### src/rtl/countdown_timer_pkg.sv
// countdown_timer_pkg: shared state encoding and default width for the countdown timer
package countdown_timer_pkg;
    typedef enum logic [0:0] {ST_IDLE = 1'b0, ST_RUN = 1'b1} state_t;
    localparam int TIMER_WIDTH_DEFAULT = 4;
endpackage

### src/rtl/decrement_nbit.sv
// decrement_nbit: ripple decrementer, s = a - 1 computed as a + ~1 + 1 so carry-out flags a != 0
module decrement_nbit #(
    parameter int WIDTH = 4
) (
    input  logic [WIDTH-1:0] a,
    output logic [WIDTH-1:0] s,
    output logic             ca_out
);
    localparam logic [WIDTH-1:0] B = {{(WIDTH-1){1'b1}}, 1'b0};
    logic [WIDTH:0] c;
    assign c[0]   = 1'b1;
    assign ca_out = c[WIDTH];
    genvar i;
    generate
        for (i = 0; i < WIDTH; i++) begin : g_fa
            fulladder1 u_fa (
                .a    (a[i]),
                .b    (B[i]),
                .c_in (c[i]),
                .s    (s[i]),
                .c_out(c[i+1])
            );
        end
    endgenerate
endmodule

### src/rtl/fulladder1.sv
// fulladder1: single-bit full adder cell
module fulladder1 (
    input  logic a,
    input  logic b,
    input  logic c_in,
    output logic s,
    output logic c_out
);
    assign s     = a ^ b ^ c_in;
    assign c_out = (a & b) | (c_in & (a ^ b));
endmodule

### src/rtl/countdown_timer.sv
// countdown_timer: loadable, pausable countdown with start/busy/done handshake and auto-reload
module countdown_timer
    import countdown_timer_pkg::*;
#(
    parameter int WIDTH = TIMER_WIDTH_DEFAULT
) (
    input  logic             clk,
    input  logic             rst_n,
    input  logic             start,
    input  logic [WIDTH-1:0] load_val,
    input  logic             pause,
    input  logic             auto_reload,
    output logic [WIDTH-1:0] count,
    output logic             busy,
    output logic             done
);
    localparam logic [WIDTH-1:0] ONE = {{(WIDTH-1){1'b0}}, 1'b1};
    state_t           state, state_nx;
    logic [WIDTH-1:0] reload_reg, reload_nx, count_nx, dec;
    logic             done_nx, dec_commit, ca_out;

    decrement_nbit #(.WIDTH(WIDTH)) u_dec (
        .a     (count),
        .s     (dec),
        .ca_out(ca_out)
    );

    // next-state selection: restart beats pause, pause beats terminal, terminal beats decrement
    always_comb begin
        state_nx   = state;
        count_nx   = count;
        reload_nx  = reload_reg;
        done_nx    = 1'b0;
        dec_commit = 1'b0;
        if (start) begin
            count_nx  = load_val;
            reload_nx = load_val;
            done_nx   = (load_val == '0);
            state_nx  = (load_val == '0) ? ST_IDLE : ST_RUN;
        end else if (state == ST_RUN && !pause) begin
            if (count == ONE) begin
                done_nx  = 1'b1;
                count_nx = auto_reload ? reload_reg : '0;
                state_nx = auto_reload ? ST_RUN : ST_IDLE;
            end else begin
                count_nx   = dec;
                dec_commit = 1'b1;
            end
        end
    end

    // state, count, captured reload value and registered status outputs
    always_ff @(posedge clk or negedge rst_n) begin
        if (!rst_n) begin
            state      <= ST_IDLE;
            count      <= '0;
            reload_reg <= '0;
            busy       <= 1'b0;
            done       <= 1'b0;
        end else begin
            state      <= state_nx;
            count      <= count_nx;
            reload_reg <= reload_nx;
            busy       <= (state_nx == ST_RUN);
            done       <= done_nx;
        end
    end

    // a committed decrement must never see a zero count
    always @(posedge clk) begin
        if (rst_n && dec_commit) assert (ca_out);
    end
endmodule
### config.mk
export PLATFORM = sky130hd
export DESIGN_NAME = countdown_timer
export DESIGN_NICKNAME = d
export VERILOG_FILES = /design/src/rtl/countdown_timer_pkg.sv /design/src/rtl/decrement_nbit.sv /design/src/rtl/fulladder1.sv /design/src/rtl/countdown_timer.sv
export SDC_FILE = /design/constraint.sdc
export NUM_CORES = 1
export LEC_CHECK = 0
export ABC_AREA = 1
export CAP_MARGIN = 20
export CELL_PAD_IN_SITES_DETAIL_PLACEMENT = 0
export CELL_PAD_IN_SITES_GLOBAL_PLACEMENT = 1
export CORE_AREA = 10 10 55 57
export CTS_CLUSTER_SIZE = 24
export DETAILED_ROUTE_END_ITERATION = 10
export DIE_AREA = 0 0 65 67
export GPL_TIMING_DRIVEN = 0
export PLACE_DENSITY = 0.71
export SYNTH_ARGS = -nofsm -noshare
export SYNTH_HDL_FRONTEND = slang
export SYNTH_SLANG_ARGS = --single-unit
### constraint.sdc
create_clock -name clk -period 1.7 [get_ports clk]
set_input_delay 0.34 -clock clk [delete_from_list [all_inputs] [get_ports clk]]
set_output_delay 0.34 -clock clk [all_outputs]
set_load 0.02 [all_outputs]
# Word-level counts from Yosys, hierarchy flattened

Cells that the tools add are included.

Multiplexer cells: 12
Bitwise gates (word level): 11
Equal/unequal tests: 1
Reduce and logical (&&, ||, !) cells: 6

Operators with widths:

| operator           | number |
|---|---|
| $mux 4             | 4 |
| $mux 1             | 8 |
| $eq 4x1->1 const B | 1 |
| $logic_not 4->1    | 1 |
| $not 1->1          | 4 |
| $reduce_bool 2->1  | 2 |
| $xor 1x1->1        | 3 |
| $and 1x1->1        | 2 |
| $or 1x1->1         | 2 |
| $reduce_and 2->1   | 1 |
| $logic_and 1x1->1  | 1 |
| $logic_not 1->1    | 1 |

Register bits after elaboration: 10
Output and inout bits: 6
Logic and storage cells: 34

# Logic depth before layout (Yosys ltp)

Depth after elaboration: 9
Gate-level depth with buffers: 10
Gate-level depth less buffers: 10

# Modules after synthesis

A second synthesis with hierarchy kept.

Cells, all modules: 84
Area, all modules: 673.1 sq um

By module, submodules not included:

| module          | cells an instance | area each (sq um) | instances |
|---|---|---|---|
| countdown_timer | 78                | 585.6             | 1 |
| fulladder1      | 1                 | 20.0              | 4 |
| decrement_nbit  | 2                 | 7.5               | 1 |

# Worst setup path after synthesis

No wires, ideal clock.

Kind: register to register
From: register count[0]
To: register count[3]
Data arrival time: 1.132 ns
Setup slack: 0.495 ns
Library setup time: 0.073 ns
Stages on the path, launching flop included: 11
Period minus slack after synthesis: 1.205 ns
Cells stage by stage: dfrtp_1 inv_1 ha_1 ha_1 inv_1 nand2_1 nand2_1 nand2_1 nand2_1 nand2_1 a21oi_2

Word-level cells in the longest chain between the ends: 8
Elaborated cells on any way between the ends: 9
Those cells by class: 1 x eq/ne; 3 x mux; 5 x bitwise

RTL lines:

| item                   | RTL line              | RTL |
|---|---|---|
| from (decl)            | countdown_timer.sv:13 | `output logic [WIDTH-1:0] count,` |
| from (signal assigned) | countdown_timer.sv:62 | `count <= count_nx;` |
| $and 1x1->1            | fulladder1.sv:10      | `assign c_out = (a & b) \| (c_in & (a ^ b));` |
| $or 1x1->1             | fulladder1.sv:10      |  |
| $and 1x1->1            | fulladder1.sv:10      |  |
| $or 1x1->1             | fulladder1.sv:10      |  |
| $xor 1x1->1            | fulladder1.sv:9       | `assign s = a ^ b ^ c_in;` |
| $mux 4 *               | countdown_timer.sv:41 | `if (count == ONE) begin` |
| $mux 4 *               | countdown_timer.sv:40 | `end else if (state == ST_RUN && !pause) begin` |
| $mux 4 *               | countdown_timer.sv:35 | `if (start) begin` |

Every way passes the cells marked *; elsewhere a longest branch is shown, timed or not. The select of a mux whose other input is x is not followed.
A chain may end at the register's enable or synchronous reset.

==> run summary <==
Adding up every negative setup slack in the final design gives 0 ns. Along the worst path, the maximum fanout reaches 3. The type of the worst setup path is flop to output port.

The number of cells traversed by the worst register-to-register path came out at 10. The first-pass iteration count of the detailed router is 4. Setup repair after global routing left no endpoint under its margin. Together, buffers and inverters on the worst path number 1. The delay of the slowest cell on the worst path is 0.62 ns. Setup violations remaining at the end of the flow were counted as 0.

Global routing finished with a remaining overflow of 0. The flow ran to the end, and the final reports show no timing, DRC or antenna violations. The transition time of the tightest slew-check pin is 0.451 ns. The starting density of the core is 0.316.

The layout cell share with drive strength beyond 1 is 0.180. The post-CTS setup buffer count came out at 0. Traced cell by cell, the critical path runs through clkdlybuf4s50_1.

Entering global routing, the biggest net connects 11 pins. The internal power summed over all cells is 510 µW. In the finished design, the share of the clock period the worst path needs comes to 0.935. The number of antenna violations at the first check in global routing is 0. The endpoint of the worst register-to-register path is count[3]. For this run, design rule violations remaining after detail routing come to 0. The all-layer global routing usage came out at 0.0635. Fill cells in the final layout number 216.

The tree built by TritonCTS fans out to 10 sinks. The register bit total from synthesis is 10. The power share of the sequential group came out at 0.389. The total die area came out at 4360 µm². The first global-routing pass estimated 2210 µm of wire. In the final design database the tool counted 113 nets. The final critical path time including I/O delays and setup came out at 1.59 ns. The clock-pin slew on the worst setup and hold paths came out at 0.07 ns. The root buffer cell is clkbuf_4. For this design the ratio of total power to cell area is 910 nW/µm². The floorplan die height came out at 67 µm. The core footprint is 1940 µm². Once layout is complete, the cells apart from fillers number 127. The average wire per cell in the routed design came out at 9.91 µm. After synthesis the cells add up to 614 µm².

The cell count after synthesis came out at 82. The fraction of the yosys area taken by sequential cells came out at 0.407. The arrival time at the worst endpoint is 1.25 ns. Counting every net in the synthesized netlist gives 94. Measured against its own limit, the worst slew margin works out to 0.698. The combinational cell fraction of total power came out at 0.322. The die width came out at 65 µm. The placed instance count came out at 123. The total clock buffers created by CTS is 3. For the final database, setup skew stands at 0.000895 ns.

The clock reaches the later pin of the worst-skew pair after 0.27 ns. The largest family of logic cells by synthesized area is simple AND/OR/NAND/NOR gates. The reported max-cap violation count came out at 0. CTS built an H-tree with a depth of 1. The via count of the first global-routing pass was 536. Once detail routing completed, the nets flagged for antenna violations numbered 0.

Once detailed placement completed, the half-perimeter wirelength came to 1050 µm. In this run the critical register-to-register path is launched from count[0]. The leakage component of the power came out at 0.000445 µW. The post-synthesis simple-gate area fraction is 0.273. The number of distinct library cells after synthesis came out at 17. STA classifies the critical path startpoint as a flop. The gate family responsible for the most delay along the worst path is buffers and inverters. The final layout contains routed wiring with a total length of 1260 µm.

The total number of vias is 528. The share of the synthesized area in compound gates (AO/OA/AOI/OAI) came out at 0.108. TritonCTS built the clock tree. The count of endpoints failing hold in the final timing report came out at 0. Across the VDD grid, the largest voltage drop is 507 µV.

Of the post-synthesis cell area, the part taken by muxes is 0. The type of the worst min-delay path is primary input to asynchronous set/reset pin. For this design the total switching power over the nets is 239 µW. The antenna cell count came out at 0.

15 I/O pins were placed. Dividing the detail-routed via count by the number of cells gives 4.16. The routability congestion estimate came out at 0.736. The warning count from the yosys run is 0. The register-to-register setup slack came out at 0.38 ns.

Compared with the post-synthesis result, the final layout area differs by 34.0%. The count of final max-slew check failures is 0. The count of buffers added on input and output ports is 14. Of the total power, the share spent switching nets is 0.319. Timing would allow up to 629 MHz. The arithmetic-cell share of the synthesized area counting full adders, half adders and majority gates is 0.0611. The buffer levels on the longest clock path is 2.

The starting DRC count in detailed routing is 5. The critical path data required time came out at 1.36 ns. The placement row count is 16.

The endpoint class of the critical path is an output port. The part of the total power dissipated in the clock network came out at 0.289. Of the total synthesized cell area, the portion taken by XOR and XNOR cells is 0. Among all stages on the critical path, the largest delay is contributed by clkdlybuf4s50_1.

The mean post-synth cell area came out at 7.49 µm².
cells in the final DEF, fill, tap and decap left out, drive strengths merged:
master / instances
clkdlybuf4s50: 10
ha: 3
dlymetal6s2s: 1
buf: 5
nor2: 8
nand3: 7
o21ai: 8
nand2: 24
inv: 14
clkbuf: 4
dfrtp: 10
a21oi: 3
dlygate4sd2: 3
cell families (layout without fill, tap and decap cells):
kind of cell | after synthesis | count (layout)
DFF | 10 | 10
adders and majority gates | 3 | 3
AOI/OAI and AO/OA | 11 | 11
and+or+nand+nor | 39 | 39
buffers and inverters | 19 | 37
power groups by stage:
stage / Sequential [µW] / Clock (µW) / Combinational (µW)
3_5_place_dp: 297 / 0 / 257
2_1_floorplan: 298 / 0 / 161
3_3_place_gp: 296 / 0 / 256
5_1_grt: 296 / 243 / 278
6_report: 291 / 216 / 242
4_1_cts: 293 / 226 / 249
metal layers:
layer / routed length, µm / global-route usage
met4: 25 / 0.0401
met3: 74 / 0.0217
met5: 0 / 0
met1: 585 / 0.0723
met2: 573 / 0.0998
cells in the mapped netlist (all sizes together):
library cell,number,area share
nand2,24,0.16
inv,14,0.090
dfrtp,10,0.41
nor2,8,0.053
o21ai,8,0.071
nand3,7,0.057
buf,5,0.061
a21oi,3,0.037
ha,3,0.061
cell type report:
cell class / count / area (µm²) / share of cell area
repair buffers: 14 / 139 / 0.169
flip-flops and latches: 10 / 250 / 0.304
well taps: 27 / 33.8 / 0.0410
plain buffers: 5 / 37.5 / 0.0456
multi-input cells: 53 / 272 / 0.330
clock buffers: 4 / 36.3 / 0.0441
inverters: 14 / 55.1 / 0.0669
worst max path at each step:
stage / from / endpoint / slack [ns] / cells after the start
after floorplan: count[0] / count[3] / 0.50 / 10
after global placement: start / count[3] / 0.22 / 6
after detailed placement: start / count[3] / 0.22 / 6
after CTS: count[1] / count[1] / 0.002 / 2
after global routing: state / busy / 0.06 / 1
final: state / busy / 0.11 / 1
what timing repair did:
action | CTS | global route
cloned | 0 | 0
resized for setup | 3 | 1
hold buffers | 0 | 0
endpoints found under the setup margin | 3 | 1
metrics by stage:
| step | setup slack (ns) | util | power (µW) | area, µm² | hold slack, ns |
|---|---|---|---|---|---|
| floorplan | 0.495 | - | 459 | 614 | 0.0444 |
| global placement | 0.225 | 0.406 | 552 | 788 | 0.455 |
| detailed placement | 0.222 | 0.406 | 554 | 788 | 0.460 |
| CTS | 0.00180 | 0.423 | 768 | 821 | 0.401 |
| global route | 0.0574 | 0.424 | 818 | 823 | 0.400 |
| finish | 0.111 | 0.424 | 749 | 823 | 0.383 |
No activity file was read; power rests on OpenSTA's default activity.
